$ cat config.mk
export PLATFORM = sky130hd
export DESIGN_NAME = hd_bundle_ctrl
export DESIGN_NICKNAME = d
export VERILOG_FILES = /design/src/rtl/hd_bundle_ctrl.sv
export SDC_FILE = /design/constraint.sdc
export NUM_CORES = 1
export LEC_CHECK = 0
export ABC_AREA = 0
export CORE_ASPECT_RATIO = 1.25
export CORE_UTILIZATION = 35
export DETAILED_ROUTE_END_ITERATION = 12
export PLACE_DENSITY = 0.53
export SLEW_MARGIN = 30
export SYNTH_ARGS = -nofsm -noshare
export SYNTH_HDL_FRONTEND = slang
export SYNTH_SLANG_ARGS = --single-unit
$ cat constraint.sdc
create_clock -name clk_i -period 6.4 [get_ports clk_i]
set_input_delay 0.96 -clock clk_i [delete_from_list [all_inputs] [get_ports clk_i]]
set_output_delay 0.96 -clock clk_i [all_outputs]
set_load 0.05 [all_outputs]
$ cat src/rtl/hd_bundle_ctrl.sv
// Bundling-counter sequencer: expands one command at a time into registered hd_unit/SCM controls.
// Optional MERGE opcode is built only when HD_BUNDLE_CTRL_MERGE_EN is defined.
package pkg_hd_unit;
  localparam int unsigned BUNDLE_CNTR_WIDTH = 5;
  typedef enum logic [1:0] {
    NOP         = 2'd0,
    PASSTHROUGH = 2'd1,
    BUNDLE      = 2'd2,
    BUNDLE_CTX  = 2'd3
  } operand_sel_e;
  typedef logic [$clog2(BUNDLE_CNTR_WIDTH)-1:0] bundle_ctx_idx_t;
endpackage

module hd_bundle_ctrl #(
  parameter int unsigned BUNDLE_CNTR_WIDTH = 5,
  parameter int unsigned ADDR_WIDTH        = 6
) (
  input  logic                          clk_i,
  input  logic                          rst_ni,
  input  logic                          cmd_valid_i,
  output logic                          cmd_ready_o,
  input  logic [2:0]                    cmd_op_i,
  input  logic [ADDR_WIDTH-1:0]         cmd_addr_i,
  output pkg_hd_unit::operand_sel_e     sel_op_o,
  output logic                          en_bundle_cntr_o,
  output logic                          rst_bundle_cntr_o,
  output logic                          bundle_ctx_we_o,
  output logic                          bundle_ctx_add_o,
  output pkg_hd_unit::bundle_ctx_idx_t  bundle_ctx_idx_o,
  output logic [ADDR_WIDTH-1:0]         mem_addr_o,
  output logic                          mem_re_o,
  output logic                          mem_we_o,
  output logic                          done_o,
  output logic                          err_o
);

  localparam int unsigned STEP_W = $clog2(BUNDLE_CNTR_WIDTH + 2);
  typedef logic [STEP_W-1:0]     step_t;
  typedef logic [ADDR_WIDTH-1:0] addr_t;

  localparam step_t LAST_K = step_t'(BUNDLE_CNTR_WIDTH - 1);

  localparam logic [2:0] OP_CLEAR   = 3'd0;
  localparam logic [2:0] OP_ACCUM   = 3'd1;
  localparam logic [2:0] OP_THRESH  = 3'd2;
  localparam logic [2:0] OP_SAVE    = 3'd3;
  localparam logic [2:0] OP_RESTORE = 3'd4;
`ifdef HD_BUNDLE_CTRL_MERGE_EN
  localparam logic [2:0] OP_MERGE   = 3'd5;
`endif

  typedef enum logic [1:0] {IDLE, RUN, SAVE_TAIL} state_e;

  state_e state_q, state_d;
  logic [2:0] op_q, op_d;
  addr_t      base_q, base_d;
  step_t      step_q, step_d;
  logic       gen;

  pkg_hd_unit::operand_sel_e    sel_q, sel_d;
  pkg_hd_unit::bundle_ctx_idx_t idx_q, idx_d;
  addr_t addr_q, addr_d;
  logic  en_q, en_d, rstc_q, rstc_d, cwe_q, cwe_d;
  logic  re_q, re_d, we_q, we_d, done_q, done_d, err_q, err_d;
`ifdef HD_BUNDLE_CTRL_MERGE_EN
  logic  add_q, add_d;
  step_t merge_k;
`endif

  function automatic logic op_legal(input logic [2:0] op);
`ifdef HD_BUNDLE_CTRL_MERGE_EN
    return (op <= OP_RESTORE) || (op == OP_MERGE);
`else
    return (op <= OP_RESTORE);
`endif
  endfunction

  // Index of the final control cycle spent in RUN for each opcode.
  function automatic step_t last_step(input logic [2:0] op);
    case (op)
      OP_SAVE, OP_RESTORE: last_step = LAST_K;
`ifdef HD_BUNDLE_CTRL_MERGE_EN
      OP_MERGE:            last_step = step_t'(BUNDLE_CNTR_WIDTH);
`endif
      default:             last_step = '0;
    endcase
  endfunction

  always_comb begin
    state_d = state_q;
    op_d    = op_q;
    base_d  = base_q;
    step_d  = step_q;
    gen     = 1'b0;
    sel_d   = pkg_hd_unit::NOP;
    idx_d   = '0;
    addr_d  = '0;
    en_d    = 1'b0;
    rstc_d  = 1'b0;
    cwe_d   = 1'b0;
    re_d    = 1'b0;
    we_d    = 1'b0;
    done_d  = 1'b0;
    err_d   = 1'b0;
`ifdef HD_BUNDLE_CTRL_MERGE_EN
    add_d   = 1'b0;
    merge_k = '0;
`endif

    case (state_q)
      IDLE: begin
        if (cmd_valid_i) begin
          op_d   = cmd_op_i;
          base_d = cmd_addr_i;
          step_d = '0;
          if (op_legal(cmd_op_i)) begin
            state_d = RUN;
            gen     = 1'b1;
          end else begin
            done_d = 1'b1;
            err_d  = 1'b1;
          end
        end
      end
      RUN: begin
        if (step_q == last_step(op_q)) begin
          if (op_q == OP_SAVE) begin
            // The last context bit is written one cycle after it was produced.
            state_d = SAVE_TAIL;
            we_d    = 1'b1;
            addr_d  = base_q + addr_t'(LAST_K);
          end else begin
            state_d = IDLE;
            done_d  = 1'b1;
          end
        end else begin
          step_d = step_q + step_t'(1);
          gen    = 1'b1;
        end
      end
      SAVE_TAIL: begin
        state_d = IDLE;
        done_d  = 1'b1;
      end
      default: state_d = IDLE;
    endcase

    if (gen) begin
      case (op_d)
        OP_CLEAR:  rstc_d = 1'b1;
        OP_ACCUM: begin
          re_d   = 1'b1;
          addr_d = base_d;
          sel_d  = pkg_hd_unit::PASSTHROUGH;
          en_d   = 1'b1;
        end
        OP_THRESH: sel_d = pkg_hd_unit::BUNDLE;
        OP_SAVE: begin
          sel_d = pkg_hd_unit::BUNDLE_CTX;
          idx_d = pkg_hd_unit::bundle_ctx_idx_t'(step_d);
          if (step_d != '0) begin
            we_d   = 1'b1;
            addr_d = base_d + addr_t'(step_d) - addr_t'(1);
          end
        end
        OP_RESTORE: begin
          re_d   = 1'b1;
          addr_d = base_d + addr_t'(step_d);
          cwe_d  = 1'b1;
          idx_d  = pkg_hd_unit::bundle_ctx_idx_t'(step_d);
        end
`ifdef HD_BUNDLE_CTRL_MERGE_EN
        OP_MERGE: begin
          if (step_d == '0) begin
            sel_d = pkg_hd_unit::BUNDLE;
          end else begin
            merge_k = step_d - step_t'(1);
            re_d    = 1'b1;
            addr_d  = base_d + addr_t'(merge_k);
            add_d   = 1'b1;
            idx_d   = pkg_hd_unit::bundle_ctx_idx_t'(merge_k);
          end
        end
`endif
        default: ;
      endcase
    end
  end

  always_ff @(posedge clk_i or negedge rst_ni) begin
    if (!rst_ni) begin
      state_q <= IDLE;
      op_q    <= '0;
      base_q  <= '0;
      step_q  <= '0;
      sel_q   <= pkg_hd_unit::NOP;
      idx_q   <= '0;
      addr_q  <= '0;
      en_q    <= 1'b0;
      rstc_q  <= 1'b0;
      cwe_q   <= 1'b0;
      re_q    <= 1'b0;
      we_q    <= 1'b0;
      done_q  <= 1'b0;
      err_q   <= 1'b0;
`ifdef HD_BUNDLE_CTRL_MERGE_EN
      add_q   <= 1'b0;
`endif
    end else begin
      state_q <= state_d;
      op_q    <= op_d;
      base_q  <= base_d;
      step_q  <= step_d;
      sel_q   <= sel_d;
      idx_q   <= idx_d;
      addr_q  <= addr_d;
      en_q    <= en_d;
      rstc_q  <= rstc_d;
      cwe_q   <= cwe_d;
      re_q    <= re_d;
      we_q    <= we_d;
      done_q  <= done_d;
      err_q   <= err_d;
`ifdef HD_BUNDLE_CTRL_MERGE_EN
      add_q   <= add_d;
`endif
    end
  end

  assign cmd_ready_o       = (state_q == IDLE);
  assign sel_op_o          = sel_q;
  assign en_bundle_cntr_o  = en_q;
  assign rst_bundle_cntr_o = rstc_q;
  assign bundle_ctx_we_o   = cwe_q;
  assign bundle_ctx_idx_o  = idx_q;
  assign mem_addr_o        = addr_q;
  assign mem_re_o          = re_q;
  assign mem_we_o          = we_q;
  assign done_o            = done_q;
  assign err_o             = err_q;
`ifdef HD_BUNDLE_CTRL_MERGE_EN
  assign bundle_ctx_add_o  = add_q;
`else
  assign bundle_ctx_add_o  = 1'b0;
`endif

endmodule

# Yosys cells after proc, flatten, opt, wreduce, memory -nomap -nowiden
# Index checks and enable logic that the tools add are counted.
# word_totals
regBits,32
latchBits,0
ramBits,0
romBits,0
in_bits,12
out_inout_bits,20
word_cells,86
n_memories,0
# classes
add_sub_neg,4
multipliers,0
n_div,0
n_lt_le_gt_ge,1
eq_ne,12
shift,0
mux,48
bitwise_logic,0
reduce_logical,7
# op_table
cell,count
$mux W6,7
$mux W3,8
$mux W1,22
$pmux W6 S3,1
$mux W2,5
$eq A3 B2 Y1 const B,3
$add A6 B3 Y6,1
$add A6 B3 Y6 const B,1
$eq A3 B3 Y1 const B,2
$pmux W2 S3,1
$pmux W3 S2,1
$reduce_or A2 Y1,3
$sub A6 B1 Y6 const B,1
$ne A2 B2 Y1 const B,2
$pmux W2 S2,1
$add A3 B1 Y3 const B,1
$eq A3 B1 Y1 const B,1
$eq A3 B3 Y1,1
$le A3 B3 Y1 const B,1
$logic_not A3 Y1,1
$pmux W1 S3,1
$reduce_and A3 Y1,1
$reduce_bool A3 Y1,1
$eq A2 B1 Y1 const B,1
4 further kinds,4

# Longest topological paths before layout
# Gate-level depths: netlist of run 1.
# logic_depth
ltp_word,12
depth_mapped,14
mapped_depth_nobuf,14

# Least setup slack after synthesis of run 1
# Ideal clock, no wire load.
# synth_path
kind,input-to-reg
from,in cmd_valid_i
to,reg addr_q[5] (netlist: mem_addr_o[5])
setup_ns,0.080
arrival_ns,3.401
required_ns,6.320
slack_ns,2.919
path_stages,10
n_path_buf,1
path_cell_list,nor3b_2 -> buf_6 -> a311o_2 -> nand2_1 -> xnor2_1 -> ha_1 -> or3_1 -> a211o_1 -> or4b_1 -> o211ai_2
# synth_between
elab_chain_len,7
elab_cells_between_ends,17
cone_classes,2 x add/sub; 3 x eq/ne; 11 x mux; 1 x reduce/logical
# synth_rtl
element,line_no,source
"start, declared",20,"input logic cmd_valid_i,"
$mux W3 (*),112,if (cmd_valid_i) begin
$pmux W3 S2 (*),110,case (state_q)
net step_d[1],57,"step_t step_q, step_d;"
$add A6 B3 Y6,"163, 168",
$sub A6 B1 Y6,163,addr_d = base_d + addr_t'(step_d) - addr_t'(1);
$mux W6,161,if (step_d != '0) begin
$pmux W6 S3 (*),149,case (op_d)
$mux W6 (*),148,if (gen) begin
net addr_d[5],62,"addr_t addr_q, addr_d;"
"end signal, assigned",216,addr_q <= addr_d;
"end, declared",62,
# The timed path passes the listed nets; every way through them passes the cells marked *.
# A chain may end at the register's enable or synchronous reset.

# Worst setup path after layout of run 1
# Same ends and word-level chain as after synthesis.

==> impl_metrics.ini, run 1 <==
[placed_design]
gp_congestion = 0.855
hpwlAfterDp_mm = 3.52
dp_slack_ns = 2.25
port_buffers = 30

[floorplan]
ioPinCount = 32
die_h_um = 83.2
die-area_sq_mm = 0.00558
coreArea_sq_mm = 0.00508
num_rows = 29
die_x_um = 67.0
initial_utilization_pct = 36.4

[yosys]
syn_nets = 210
synth_top_area_share_pct = 43.3
synth_ff_type = dfrtp_1
ys_ff_latch = 32
synth_edf_count = 0
synth_cell_types = 57
yosysTopAreaCell = dfrtp_1
synth_area_sq_mm = 0.00185
async_reset_ff_share_pct = 100
yosysSeqAreaShare_pct = 43.3
synth_warnings = 0
yosys-top-cells-area = dfrtp_1 (43%), ha_1 (4.7%), nand2_1 (4.3%)
syn_area_per_cell_sq_um = 9.68
synth_cells = 191

[sta]
tns_ns = 0
setup_slack_ns = 2.54
fin_worst_skew_ns = 0.00403
fmax_mhz = 259
hold_viol = 0
worstMarginPinSlew_ns = 0.673
drv_slew = 0
setup_viol = 0
max_slew_margin_pct = 54.6
fin_crit_sh_pct = 60.4
rsz0062_at_grt = false
post-route-min-period_ns = 3.86

[global_routing]
grt_usage_pct = 17.5
grt_max_degree = 33
antenna_found_initial = 0
grt_pass1_wl_mm = 7.29
overflow = 0
grt_pass1_vias = 1534

[worst_setup_path]
cp_slowest_stage_delay_ns = 0.52
slowest_stage = or4b_1
cp.required_ns = 6.61
crit_type = in2reg
cp_top_family = simple AND/OR/NAND/NOR gates
r2r_start = op_q[0]
crit_start = cmd_valid_i
cp.arrival_ns = 4.07
cp-end-kind = flip-flop
cp_max_fo = 13
crit_path_cell_trace = clkdlybuf4s50_1 -> nor3b_2 -> buf_4 -> a311o_2 -> nand2_1 -> xnor2_1 -> ha_1 -> or3_1 -> a211o_1 -> or4b_1 -> o211ai_2
worst-path-buf-inv = 2
cp-start-kind = input pin

[cells_and_area]
final_util_pct = 45.6
mostFrequentLayoutCells = dfrtp_1 (32), clkdlybuf4s50_1 (30), nand2_1 (21)
layout_commonest_cell = dfrtp_1
antennaDiodeCount = 0
nets = 244
multi_input_area_sq_um = 952
num-fill-cells = 503
synthToLayoutAreaGrowth_pct = 25.4
seq_area_sq_um = 801
drive_above_1_share_pct = 9.73

[clock_network]
cts-resized-gates = 0
clockBufferDepth = 2
clock_latency_ns = 0.28
clock-sinks = 32
postCtsHoldBufs = 0
cts_tree = yes
cts-root-buf = clkbuf_8
numCtsBuffers = 5
cts_max_level = 2
clk_pin_slew_ns = 0.07
cts_setup_buffers = 0

[route]
viasPerCell = 5.41
drtPass1Iterations = 4
drtIter0Drc = 104
postRouteWirelength_mm = 4.52
ant_nets = 0
vias = 1559
drc = 0
avgRoutedWirePerCell_um = 15.7

[pwr]
switching_share_pct = 47.9
p_leak_nw = 1.04
power.internal_w = 0.000697
power_switching_w = 0.000639
seq_power_share_pct = 24.0
ir_drop_mv = 0.177
cellPowerDensity_mw_per_mm2 = 576
pwr-share-clk_pct = 14.0
comb_power_share_pct = 62.0

[worst_hold_path]
hold_path.startpoint = base_q[0]
hold_path.class = reg2reg

[run_status]
outcome = finished clean

[run]
drv_cap = 0
==> worst reg2reg max path, stage by stage (launching register included) <==
cell and delay [ns]:
dfrtp_1 0.40, or3b_1 0.42, nand4b_1 0.26, a31oi_1 0.11, nand3b_1 0.27, ha_1 0.47
or3_1 0.40, o2111ai_2 0.10, nor4_2 0.10, a211o_1 0.25, or4b_1 0.52, o211ai_2 0.07
==> power groups by stage <==
stage               combinational [W]  clock (W)  sequential [W]
CTS                          0.000829   0.000192        0.000322
finish                       0.000828   0.000187        0.000321
floorplan                    0.000526          0        0.000411
global route                 0.000908   0.000197        0.000329
global placement             0.000824          0        0.000322
detailed placement           0.000822          0        0.000327
==> per-layer routing <==
layer	GRT usage (%)	vias up	share of wire (%)
li1	-	750	-
met1	20.4	769	42
met2	29.6	30	52
met3	3.85	10	3.4
met4	8.32	0	2.7
met5	0	-	0
==> state kept, by name (all words and copies together) (netlist names) <==
register / flops
op_q: 3
rst_bundle_cntr_o: 1
en_bundle_cntr_o: 1
base_q: 6
mem_we_o: 1
done_o: 1
bundle_ctx_we_o: 1
bundle_ctx_idx_o: 3
mem_re_o: 1
sel_op_o: 2
state_q: 2
step_q: 3
mem_addr_o: 6
err_o: 1
==> metrics by stage <==
step,power [W],hold WS [ns],std cells,instance area [sq um]
after floorplan,0.000937,0.473,191,1850
after global placement,0.00115,0.509,280,2210
after detailed placement,0.00115,0.513,280,2210
after CTS,0.00134,0.532,288,2320
after global routing,0.00144,0.545,288,2320
final,0.00134,0.526,288,2320
==> worst paths after layout <==
kind | end | slack [ns] | depth (start not counted)
max | mem_addr_o[5] | 2.54 | 11
min | mem_addr_o[0] | 0.53 | 1
max reg2reg | mem_addr_o[5] | 2.93 | 11
min reg2reg | mem_addr_o[0] | 0.53 | 1
max in group asynchronous | base_q[3] | 5.03 | 2
min in group asynchronous | mem_addr_o[1] | 1.08 | 2
==> cell families (layout without fill, tap and decap cells) <==
logic type | Yosys count | after routing | synth area share [%]
mux | 9 | 9 | 5.75
simple gates | 70 | 70 | 20.4
buf+inv | 21 | 56 | 5.14
xor+xnor | 7 | 7 | 3.32
compound gates | 44 | 44 | 17.1
fa+ha+maj | 7 | 7 | 4.74
flops | 32 | 32 | 43.3
other cells | 1 | 1 | 0.203
==> final cells by class <==
| type | instances | share of cell area [%] |
|---|---|---|
| multi-input combinational | 138 | 41.1 |
| sequential | 32 | 34.6 |
| timing repair buffer | 33 | 13.9 |
| tap | 62 | 3.35 |
| clock buffer | 6 | 3.13 |
| inverter | 15 | 2.43 |
| clock inverter | 2 | 1.51 |
==> synth_stat cells (2+ instances only) <==
master	number
and2_1	2
dfrtp_1	32
o21a_1	2
nor2b_1	2
xnor2_1	5
nand2_1	21
a22o_1	2
o211ai_1	2
nand2b_1	2
nand4_1	2
nor2_1	11
o221ai_1	2
nor3_1	5
a21o_1	2
ha_1	7
or3_1	2
a21oi_1	11
inv_1	14
clkbuf_1	2
mux2i_1	5
nand3_1	7
buf_4	2
and3_1	3
xor2_1	2
o21ai_0	7
nand3b_1	4
mux2_2	3
(Power assumes the default switching activity.)
==> run 2: changes to the inputs <==
Clock period 6.4 ns to 3.8 ns, I/O delays scaled along.
==> run 2 against run 1 <==
  * Critical path depth stayed put
  * Non-clock buffer count is 8 higher
  * Via count is 2.2% higher
  * Setup slack worse by 2.2 ns
  * Hold slack worse by 0.0068 ns
  * Cell area is 1.9% higher
  * Sequential cell count stayed put
  * Clock-buffer cell count stayed put
  * Power is 69% higher
  * First-iteration DRC count is 23% lower
  * Core utilization is 0.89 points higher
  * Global-route usage is 1.7 points higher
  * Critical endpoint unchanged
==> impl_metrics.ini, run 2 (synthesis results as in run 1) <==
[clock_network]
cts_tree = yes
cts_max_level = 2
clockBufferDepth = 2
clock_latency_ns = 0.28
clk_pin_slew_ns = 0.07
postCtsHoldBufs = 0
cts-root-buf = clkbuf_8
clock-sinks = 32
cts_setup_buffers = 0
cts-resized-gates = 0
numCtsBuffers = 5

[floorplan]
die_h_um = 83.2
die-area_sq_mm = 0.00558
die_x_um = 67.0
coreArea_sq_mm = 0.00508
initial_utilization_pct = 36.4
num_rows = 29
ioPinCount = 32

[global_routing]
use_met2_pct = 33.9
grt_max_degree = 33
grt_pass1_vias = 1596
grt.busiest_layer = met2
grt_use_met1_pct = 21.7
grt_pass1_wl_mm = 7.78
overflow = 0
grt_usage_pct = 19.2
antenna_found_initial = 0
met3_usage_pct = 3.30

[worst_setup_path]
rr_worst_depth = 11
cp_slowest_stage_delay_ns = 0.53
crit_start = op_q[0]
endpoint = mem_addr_o[5]
r2r_start = op_q[0]
cp.required_ns = 4.01
cp-start-kind = flip-flop
crit_path_cell_trace = or3b_1 -> nand4b_1 -> a31oi_1 -> nand3b_1 -> ha_1 -> or4_4 -> o2111ai_2 -> nor4_2 -> a211o_1 -> or4b_1 -> o211ai_2
r2r_slack_ns = 0.32
crit_type = reg2reg
slowest_stage = or4_4
reg2reg_to = mem_addr_o[5]
cp-end-kind = flip-flop
cp.arrival_ns = 3.69
cp_max_fo = 7

[worst_hold_path]
hold_path.class = reg2reg
hold_depth = 1

[sta]
worstMarginPinSlew_ns = 0.658
hold_viol = 0
fmax_mhz = 287
post-route-min-period_ns = 3.48
tns_ns = 0
fin_crit_sh_pct = 91.7
fin_worst_skew_ns = 0.00465
setup_viol = 0
drv_slew = 0
max_slew_margin_pct = 55.7
rsz0062_at_grt = false

[cells_and_area]
synthToLayoutAreaGrowth_pct = 27.8
layout_commonest_cell = dfrtp_1
mostFrequentLayoutCells = dfrtp_1 (32), clkdlybuf4s50_1 (30), nand2_1 (21)
antennaDiodeCount = 0
num-fill-cells = 506
drive_above_1_share_pct = 13.2
final_design_area_no_fill_sq_mm = 0.00236
final_util_pct = 46.5
nets = 252

[route]
ant_nets = 0
postRouteWirelength_mm = 4.92
vias = 1593
drc = 0
drtPass1Iterations = 5
drtIter0Drc = 80
avgRoutedWirePerCell_um = 16.6
viasPerCell = 5.38

[placed_design]
placed_area_sq_mm = 0.00227
hpwlAfterDp_mm = 3.81
port_buffers = 30
gp_congestion = 0.917

[run]
drv_cap = 0

[pwr]
ir_drop_mv = 0.345
power_w = 0.00226
cellPowerDensity_mw_per_mm2 = 958
p_leak_nw = 1.08

[run_status]
outcome = finished clean
[run 2: changes by cell type in the layout (fill, tap and decap cells not counted)]
cell and delta:
buf_4 +8, bufinv_16 -1, clkbuf_1 -1, clkbuf_8 +1, clkinv_2 +1
[run 2: worst min-delay path by stage]
| stage | start | end |
|---|---|---|
| final | base_q[0] | mem_addr_o[0] |
| after global routing | base_q[0] | mem_addr_o[0] |
| after detailed placement | base_q[0] | mem_addr_o[0] |
| after global placement | base_q[0] | mem_addr_o[0] |
| after CTS | base_q[0] | mem_addr_o[0] |
| after floorplan | rst_ni | base_q[0] |
[run 2: layout make-up]
type	count	area (sq um)	area share, %
repair buffers	41	383	16.2
inverters	15	56.3	2.38
flip-flops and latches	32	801	33.9
multi-input cells	138	952	40.3
well taps	62	77.6	3.28
clock inverters	2	10.0	0.424
clock buffers	6	82.6	3.50
[run 2: layer usage]
layer / routed length [um] / vias to the layer above / part of all wire, %
li1: - / 767 / -
met1: 1930 / 772 / 39
met2: 2680 / 44 / 55
met3: 167 / 10 / 3.4
met4: 134 / 0 / 2.7
met5: 0 / - / 0
[run 2: power breakdown]
part	internal, W	total (W)	switching, W
Sequential	0.000458	0.000544	0.0000858
Combinational	0.000567	0.00145	0.000881
Clock	0.000144	0.000273	0.000128
[run 2: critical path: cells and delay by family, from the launching register on]
family / cells / cell delay, ns
simple gates: 6 / 2.11
fa+ha+maj: 1 / 0.32
flops: 1 / 0.40
compound gates: 4 / 0.57
[run 2: metrics by stage]
step                hold WS, ns  cells  worst slack (ns)
floorplan                 0.274    191             0.347
global placement          0.501    288             0.346
global route              0.554    296             0.162
detailed placement        0.507    288             0.296
CTS                       0.523    296             0.305
finish                    0.519    296             0.317
==> run 3: changes to the inputs <==
==> constraint.sdc (replaced) <==
create_clock -name clk_i -period 4.3 [get_ports clk_i]
set_input_delay 0.645 -clock clk_i [delete_from_list [all_inputs] [get_ports clk_i]]
set_output_delay 0.645 -clock clk_i [all_outputs]
set_load 0.01 [all_outputs]
==> run 3 against run 2 <==
  * Global-route usage fell by 0.98 points
  * Sequential cell count unchanged
  * Register-to-register slack better by 0.48 ns
  * Sequential power fell by 11%
  * Critical path depth did not move
  * Setup slack better by 0.48 ns
  * Final cell count down 2.7%
  * Clock skew rose by 0.0016 ns
  * Clock-buffer cell count is 2 higher
  * Sequential share of layout area rose by 0.92 points
  * Largest cell class unchanged
==> impl_metrics.ini, run 3 (synthesis results as in run 1) <==
[clock_network]
clk_pin_slew_ns = 0.07
postCtsHoldBufs = 0
clock-sinks = 32
cts-root-buf = clkbuf_8
cts_max_level = 2
clockBufferDepth = 2
numCtsBuffers = 5
cts_setup_buffers = 0
clock_latency_ns = 0.29
cts-resized-gates = 0
cts_tree = yes

[global_routing]
grt_max_degree = 33
grt_usage_pct = 18.2
antenna_found_initial = 0
grt_pass1_vias = 1566
overflow = 0
grt_pass1_wl_mm = 7.57

[worst_hold_path]
hold_path.class = reg2reg
hold_path.startpoint = base_q[0]

[sta]
holdWs_ns = 0.520
post-route-min-period_ns = 3.50
fin_crit_sh_pct = 81.4
max_slew_margin_pct = 44.8
worstMarginPinSlew_ns = 0.815
setup_viol = 0
fin_worst_skew_ns = 0.00628
drv_slew = 0
tns_ns = 0
rsz0062_at_grt = false
fmax_mhz = 286
hold_viol = 0

[worst_setup_path]
cp_top_family = simple AND/OR/NAND/NOR gates
worst-path-buf-inv = 0
cp-start-kind = flip-flop
crit_path_cell_trace = or3b_1 -> nand4b_1 -> a31oi_1 -> nand3b_1 -> ha_1 -> or4_4 -> o2111ai_2 -> nor4_2 -> a211o_1 -> or4b_1 -> o211ai_2
cp_max_fo = 7
cp-end-kind = flip-flop
crit_type = reg2reg
crit_start = op_q[0]
slowest_stage = or4_4
cp.arrival_ns = 3.71
cp.required_ns = 4.51
r2r_start = op_q[0]
cp_slowest_stage_delay_ns = 0.53

[run_status]
outcome = finished clean

[route]
ant_nets = 0
drtIter0Drc = 111
viasPerCell = 5.43
drtPass1Iterations = 4
avgRoutedWirePerCell_um = 16.4
postRouteWirelength_mm = 4.73
vias = 1564
drc = 0

[cells_and_area]
synthToLayoutAreaGrowth_pct = 24.4
drive_above_1_share_pct = 9.29
layout_commonest_cell = dfrtp_1
multi_input_area_sq_um = 952
seq_area_sq_um = 801
antennaDiodeCount = 0
num-fill-cells = 490
mostFrequentLayoutCells = dfrtp_1 (32), clkdlybuf4s50_1 (30), nand2_1 (21)
nets = 244

[pwr]
comb_power_share_pct = 60.2
switching_share_pct = 45.3
seq_power_share_pct = 26.5
power_switching_w = 0.000825
pwr-share-clk_pct = 13.3
power.internal_w = 0.000997
power_w = 0.00182
ir_drop_mv = 0.350
cellPowerDensity_mw_per_mm2 = 793
p_leak_nw = 1.04

[floorplan]
coreArea_sq_mm = 0.00508
die-area_sq_mm = 0.00558
die_h_um = 83.2
initial_utilization_pct = 36.4
num_rows = 29
die_x_um = 67.0
ioPinCount = 32

[placed_design]
port_buffers = 30
hpwlAfterDp_mm = 3.52
gp_congestion = 0.863

[run]
drv_cap = 0
## run 3: cell types whose count changed in the layout (fill, tap and decap cells not counted), sizes merged
| cell | previous run | this run |
|---|---|---|
| buf | 11 | 3 |
| clkinv | 2 | 0 |
| clkbuf | 6 | 8 |
## run 3: path summary, 6_finish.rpt
| kind | endpoint | slack (ns) | depth (start not counted) |
|---|---|---|---|
| max | mem_addr_o[5] | 0.80 | 11 |
| min | mem_addr_o[0] | 0.52 | 1 |
| max reg2reg | mem_addr_o[5] | 0.80 | 11 |
| min reg2reg | mem_addr_o[0] | 0.52 | 1 |
| max in group asynchronous | mem_re_o | 3.25 | 2 |
| min in group asynchronous | done_o | 0.75 | 2 |
## run 3: routing by layer
metal	part of all wire (%)	wire, um	GRT usage [%]
met2	53	2500	31.3
met4	1.6	78	6.58
met5	0	0	0
met3	3.8	182	4.12
met1	42	1970	21.5
## run 3: per-stage QoR
| stage | util [%] | instance area (sq um) | worst slack, ns | cells |
|---|---|---|---|---|
| 4_1_cts | 45.3 | 2300 | 0.796 | 288 |
| 3_3_place_gp | 43.5 | 2210 | 0.679 | 280 |
| 3_5_place_dp | 43.5 | 2210 | 0.615 | 280 |
| 5_1_grt | 45.3 | 2300 | 0.592 | 288 |
| 2_1_floorplan | - | 1850 | 1.13 | 191 |
| 6_report | 45.3 | 2300 | 0.800 | 288 |
## run 3: power by group through the flow
stage	clock, W	sequential [W]	combinational [W]
after CTS	0.000244	0.000483	0.00108
after floorplan	0	0.000482	0.000764
after global routing	0.000256	0.000495	0.00120
after global placement	0	0.000483	0.00106
after detailed placement	0	0.000488	0.00107
final	0.000242	0.000483	0.00110
## run 3: area by class of cell
class / instances / share of cell area [%]
Clock buffer: 8 / 3.92
Inverter: 15 / 2.45
Sequential cell: 32 / 34.8
Tap cell: 62 / 3.37
Multi-Input combinational cell: 138 / 41.4
Timing Repair Buffer: 33 / 14.0
